### config.mk
export PLATFORM = sky130hd
export DESIGN_NAME = ws2812_frame_ctrl
export DESIGN_NICKNAME = d
export VERILOG_FILES = /design/src/rtl/ws2812_frame_ctrl.sv
export SDC_FILE = /design/constraint.sdc
export NUM_CORES = 1
export LEC_CHECK = 0
export CELL_PAD_IN_SITES_DETAIL_PLACEMENT = 1
export CELL_PAD_IN_SITES_GLOBAL_PLACEMENT = 1
export CORE_MARGIN = 5
export CORE_UTILIZATION = 40
export CTS_CLUSTER_SIZE = 20
export DETAILED_ROUTE_END_ITERATION = 12
export GPL_TIMING_DRIVEN = 0
export PLACE_DENSITY_LB_ADDON = 0.1
export SYNTH_ARGS = -nofsm -noshare
export SYNTH_HDL_FRONTEND = slang
export SYNTH_SLANG_ARGS = --single-unit
### constraint.sdc
create_clock -name clk -period 3.6 [get_ports clk]
set_input_delay 0.36 -clock clk [delete_from_list [all_inputs] [get_ports clk]]
set_output_delay 0.36 -clock clk [all_outputs]
set_load 0.005 [all_outputs]
### src/rtl/ws2812_frame_ctrl.sv
// WS2812 frame controller: fetches NUM_LEDS GRB pixels and serialises them MSB first,
// then holds the line low for the latch gap. The next pixel is prefetched while the current one is sent.
module ws2812_frame_ctrl #(
  parameter int NUM_LEDS     = 8,
  parameter int BIT_CYCLES   = 62,
  parameter int T0H_CYCLES   = 20,
  parameter int T1H_CYCLES   = 40,
  parameter int LATCH_CYCLES = 2500,
  localparam int AW = (NUM_LEDS > 1) ? $clog2(NUM_LEDS) : 1
) (
  input  logic          clk,
  input  logic          rst,
  input  logic          start,
  output logic          busy,
  output logic          pix_rd,
  output logic [AW-1:0] pix_addr,
  input  logic [23:0]   pix_data,
  output logic          dout,
  output logic          done
);

  localparam int CW = (BIT_CYCLES > 1) ? $clog2(BIT_CYCLES) : 1;
  localparam int LW = (LATCH_CYCLES > 1) ? $clog2(LATCH_CYCLES) : 1;

  localparam logic [CW-1:0] BIT_LAST = CW'(BIT_CYCLES - 1);
  localparam logic [CW-1:0] T0H_C    = CW'(T0H_CYCLES);
  localparam logic [CW-1:0] T1H_C    = CW'(T1H_CYCLES);
  localparam logic [LW-1:0] LAT_LAST = LW'(LATCH_CYCLES - 1);
  localparam logic [AW-1:0] PIX_LAST = AW'(NUM_LEDS - 1);

  if (NUM_LEDS < 1 || NUM_LEDS > 1024 || T0H_CYCLES <= 0 || T1H_CYCLES <= T0H_CYCLES ||
      BIT_CYCLES <= T1H_CYCLES || LATCH_CYCLES < 1) begin : g_param_err
    $error("ws2812_frame_ctrl: illegal parameters (need 0 < T0H < T1H < BIT_CYCLES)");
  end

  typedef enum logic [2:0] {IDLE, FETCH, LOAD, SEND, LATCH} state_t;

  state_t          state_q, state_d;
  logic [CW-1:0]   cnt_q, cnt_d;
  logic [4:0]      bit_q, bit_d;
  logic [AW-1:0]   pix_q, pix_d;
  logic [LW-1:0]   lat_q, lat_d;
  logic [23:0]     sh_q, sh_d;
  logic [23:0]     hold_q, hold_d;
  logic            rd_dly_q, rd_dly_d;
  logic            busy_q, busy_d;
  logic            pix_rd_q, pix_rd_d;
  logic [AW-1:0]   pix_addr_q, pix_addr_d;
  logic            dout_q, dout_d;
  logic            done_q, done_d;

  always_comb begin
    state_d    = state_q;
    cnt_d      = cnt_q;
    bit_d      = bit_q;
    pix_d      = pix_q;
    lat_d      = lat_q;
    sh_d       = sh_q;
    rd_dly_d   = pix_rd_q;
    // read data arrives the cycle after the strobe
    hold_d     = rd_dly_q ? pix_data : hold_q;
    busy_d     = busy_q;
    pix_rd_d   = 1'b0;
    pix_addr_d = pix_addr_q;

    case (state_q)
      IDLE: begin
        busy_d = 1'b0;
        if (start) begin
          state_d    = FETCH;
          busy_d     = 1'b1;
          pix_rd_d   = 1'b1;
          pix_addr_d = '0;
          pix_d      = '0;
        end
      end
      FETCH: state_d = LOAD;
      LOAD: begin
        sh_d    = pix_data;
        state_d = SEND;
        cnt_d   = '0;
        bit_d   = 5'd23;
        pix_d   = '0;
      end
      SEND: begin
        if (cnt_q == BIT_LAST) begin
          cnt_d = '0;
          if (bit_q == 5'd0) begin
            if (pix_q == PIX_LAST) begin
              state_d = LATCH;
              lat_d   = '0;
            end else begin
              sh_d  = hold_q;
              pix_d = pix_q + AW'(1);
              bit_d = 5'd23;
            end
          end else begin
            bit_d = bit_q - 5'd1;
            sh_d  = sh_q << 1;
          end
        end else begin
          cnt_d = cnt_q + CW'(1);
        end
      end
      LATCH: begin
        if (lat_q == LAT_LAST) begin
          state_d = IDLE;
          busy_d  = 1'b0;
        end else begin
          lat_d = lat_q + LW'(1);
        end
      end
      default: state_d = IDLE;
    endcase

    // Outputs are registered, so they are derived from the next-cycle state.
    if (state_d == SEND && bit_d == 5'd23 && cnt_d == '0 && pix_d != PIX_LAST) begin
      pix_rd_d   = 1'b1;
      pix_addr_d = pix_d + AW'(1);
    end
    dout_d = (state_d == SEND) && (cnt_d < (sh_d[23] ? T1H_C : T0H_C));
    done_d = (state_d == LATCH) && (lat_d == LAT_LAST);
  end

  always_ff @(posedge clk or posedge rst) begin
    if (rst) begin
      state_q    <= IDLE;
      cnt_q      <= '0;
      bit_q      <= '0;
      pix_q      <= '0;
      lat_q      <= '0;
      sh_q       <= '0;
      hold_q     <= '0;
      rd_dly_q   <= 1'b0;
      busy_q     <= 1'b0;
      pix_rd_q   <= 1'b0;
      pix_addr_q <= '0;
      dout_q     <= 1'b0;
      done_q     <= 1'b0;
    end else begin
      state_q    <= state_d;
      cnt_q      <= cnt_d;
      bit_q      <= bit_d;
      pix_q      <= pix_d;
      lat_q      <= lat_d;
      sh_q       <= sh_d;
      hold_q     <= hold_d;
      rd_dly_q   <= rd_dly_d;
      busy_q     <= busy_d;
      pix_rd_q   <= pix_rd_d;
      pix_addr_q <= pix_addr_d;
      dout_q     <= dout_d;
      done_q     <= done_d;
    end
  end

  assign busy     = busy_q;
  assign pix_rd   = pix_rd_q;
  assign pix_addr = pix_addr_q;
  assign dout     = dout_q;
  assign done     = done_q;

endmodule

==> impl_results.md <==
* Max Freq at 281 MHz
* Critical Path End Type: flip-flop
* Commonest non-fill, non-tap cells in the layout: dfrtp_1, nand2_1, clkdlybuf4s50_1
* Initial antenna violation count at 0
* Fin crit share at 98.9%
* Post-synth design cell area at 0.00429 mm^2
* CP Class: flip-flop to flip-flop
* Largest net degree at the start of global routing at 70
* Nets at 505
* Core area at 0.0104 mm^2
* Reg-to-reg setup timing slack at 40 ps
* Syn_nets at 452
* Critical path arrival at 3840 ps
* Worst-path fanout max at 4
* Placed Instance Area at 0.00482 mm^2
* Die width at 114 um
* # DRC at 0
* Final instance area at 0.00512 mm^2
* Post-synthesis register bit count at 85
* Minimum hold slack at 290 ps
* First-pass GRT wire length at 18,700 um
* Min Clock Period, post-route at 3560 ps
* Critical Path RT at 3880 ps
* Routed len/inst at 18.4 um
* Site row count at 37
* Number of global-route vias before repair at 3,711
* Cts hold-fix bufs at 0
* Seq/Total Area, Yosys at 49.6%
* Antenna Cells at 0
* Clock latency on the worst-skew pair at 350 ps
* Layout cells sized above 1 at 15.5%
* Clock Skew at 13.0 ps
* CTS Root Cell: clkbuf_8
* H-tree Lvls at 3
* Outcome: finished clean
* Fin cells at 608
* Top cell type by total area after synthesis: dfrtp_1
* Syn Area/Cell at 10.3 um^2
* Worst IR Drop VDD at 0.000189 V
* Power Dens Cells at 349 mW/mm^2
* Routability cong. at 0.888
* Final slew viol count at 0
* Async SR Flop Fraction at 100%
* Post-synth EDFFs at 0
* Starting Density at 41.3%
* Vias post-DR at 3,509
* Final Setup Violations at 0
* Yosys warns at 0
* Remaining Overflow, GRT at 0
* Reg2Reg Depth at 13
* Die ar. at 0.0129 mm^2
* Most common cell after layout, fill and taps aside: dfrtp_1
* Max Cap Viol at 0
* Crit start category: flip-flop
* Unrepaired setup endpoints after global routing: yes
* Gate Count Post-Synth at 415
* Static Leakage at 0.00215 uW
* Synth top area share at 49.6%
* Die Span Y at 114 um
* Top_reg_cell synth: dfrtp_1
* Inst Count DP at 585
* Clock Path Buffers at 2
* Routed vias/inst at 5.77
* First-pass detailed-route iteration total at 7
* Synth-to-Final Area Change at 19.5%
* Fin. Hold Viols at 0
* Netlist cell types at 63
* CTS sink count at 85
* Initial drt markers at 166
* Worst Hold Class: input pin to asynchronous set/reset pin
* DP Wirelength at 7930 um
* Synth top area cells: dfrtp_1, mux2_2, nand2_1
* Worst rel slew slack at 52.5%
* DRT antenna net count at 0
* Routed WL at 11,200 um
* Clock transition at path regs at 90 ps
* CTS buffer count at 9
* # port buffers at 33
* Io pins at 34
* Total track usage at 17.9%
* Worst Tran Pin Value at 710 ps
* CTS tree: built
==> report_power, final <==
group	leakage [uW]	internal [uW]	switching, uW
clock network	0.0000987	339	364
logic	0.00104	48.0	42.1
registers	0.00101	982	14.4
total	0.00215	1370	421
==> critical path, stage by stage (launching register included) <==
cell and delay, ps:
dfrtp_1 390, inv_2 90, ha_4 150, or4b_4 500
buf_4 160, nor4_4 310, a222oi_1 190, o2bb2ai_1 380
inv_1 110, ha_1 210, a311oi_1 420, nand2_1 150
or3_1 350, o211ai_2 80
==> cells in the mapped netlist, types with 3 or more instances <==
master / count
o21ai_0: 25
nand3_1: 10
nor2b_1: 3
and2_1: 5
o31ai_1: 3
nor4_1: 4
a31oi_1: 5
mux2i_1: 3
and3_1: 4
o2bb2ai_1: 3
or2_2: 3
nand4_1: 7
nand2_1: 70
buf_2: 3
o211ai_1: 4
nand2b_1: 5
xor2_1: 3
a222oi_1: 23
a21oi_1: 11
clkbuf_1: 21
nor2_1: 16
mux2_2: 24
ha_1: 10
o41ai_1: 3
dfrtp_1: 85
inv_1: 15
==> stage by stage <==
| stage | utilization, % | power [uW] | TNS, ps | setup slack, ps |
|---|---|---|---|---|
| floorplan | - | 1050 | 0 | 192 |
| global placement | 46.2 | 1100 | -39870 | -467 |
| detailed placement | 46.5 | 1110 | -1310 | -305 |
| global route | 49.4 | 1870 | -4.23 | -3.84 |
| finish | 49.4 | 1790 | 0 | 39.7 |
| CTS | 48.7 | 1800 | -7.37 | -7.37 |
==> registers in the layout (all words and copies together) (netlist names) <==
signal / flops
hold_q: 24
sh_q: 24
lat_q: 12
cnt_q: 6
bit_q: 5
pix_addr: 3
pix_q: 3
state_q: 3
busy: 1
done: 1
dout: 1
pix_rd: 1
rd_dly_q: 1
==> metal layers <==
metal | vias to the layer above | share of wire [%] | track usage, %
met5 | - | 0 | 0
met4 | 0 | 1.1 | 3.69
met3 | 12 | 2.2 | 3.18
met2 | 48 | 50 | 30.5
met1 | 1785 | 47 | 23.9
li1 | 1664 | - | -
==> path summary, 6_finish.rpt <==
kind / endpoint / start
worst max-delay path: dout / bit_q[1]
worst min-delay path: lat_q[1] / rst
worst max register to register: dout / bit_q[1]
worst min register to register: rd_dly_q / pix_rd
max in group asynchronous: hold_q[10] / rst
min in group clk: rd_dly_q / pix_rd
==> final cells by class <==
class	count	area (um^2)
buffer	25	103
clock buffer	10	138
clock inverter	5	60.1
fill	1192	5250
inverter	15	58.8
multi-input combinational	290	2050
sequential	85	2130
tap	136	170
timing repair buffer	42	418
==> logic make-up after synthesis <==
family	after synthesis	synth area share, %
and+or+nand+nor	147	18.0
xor gates and xnor gates	4	0.817
adders and majority gates	10	2.92
DFF	85	49.6
buffers and inverters	40	3.68
AOI/OAI and AO/OA	102	18.0
muxes	27	7.01
==> repair_timing <==
action	in CTS	in global routing
setup buffers	2	6
cloned	0	0
endpoints found under the setup margin	5	4
pin swaps	6	9
resized for setup	6	7
Note: power is estimated with default switching activity, not from simulation.
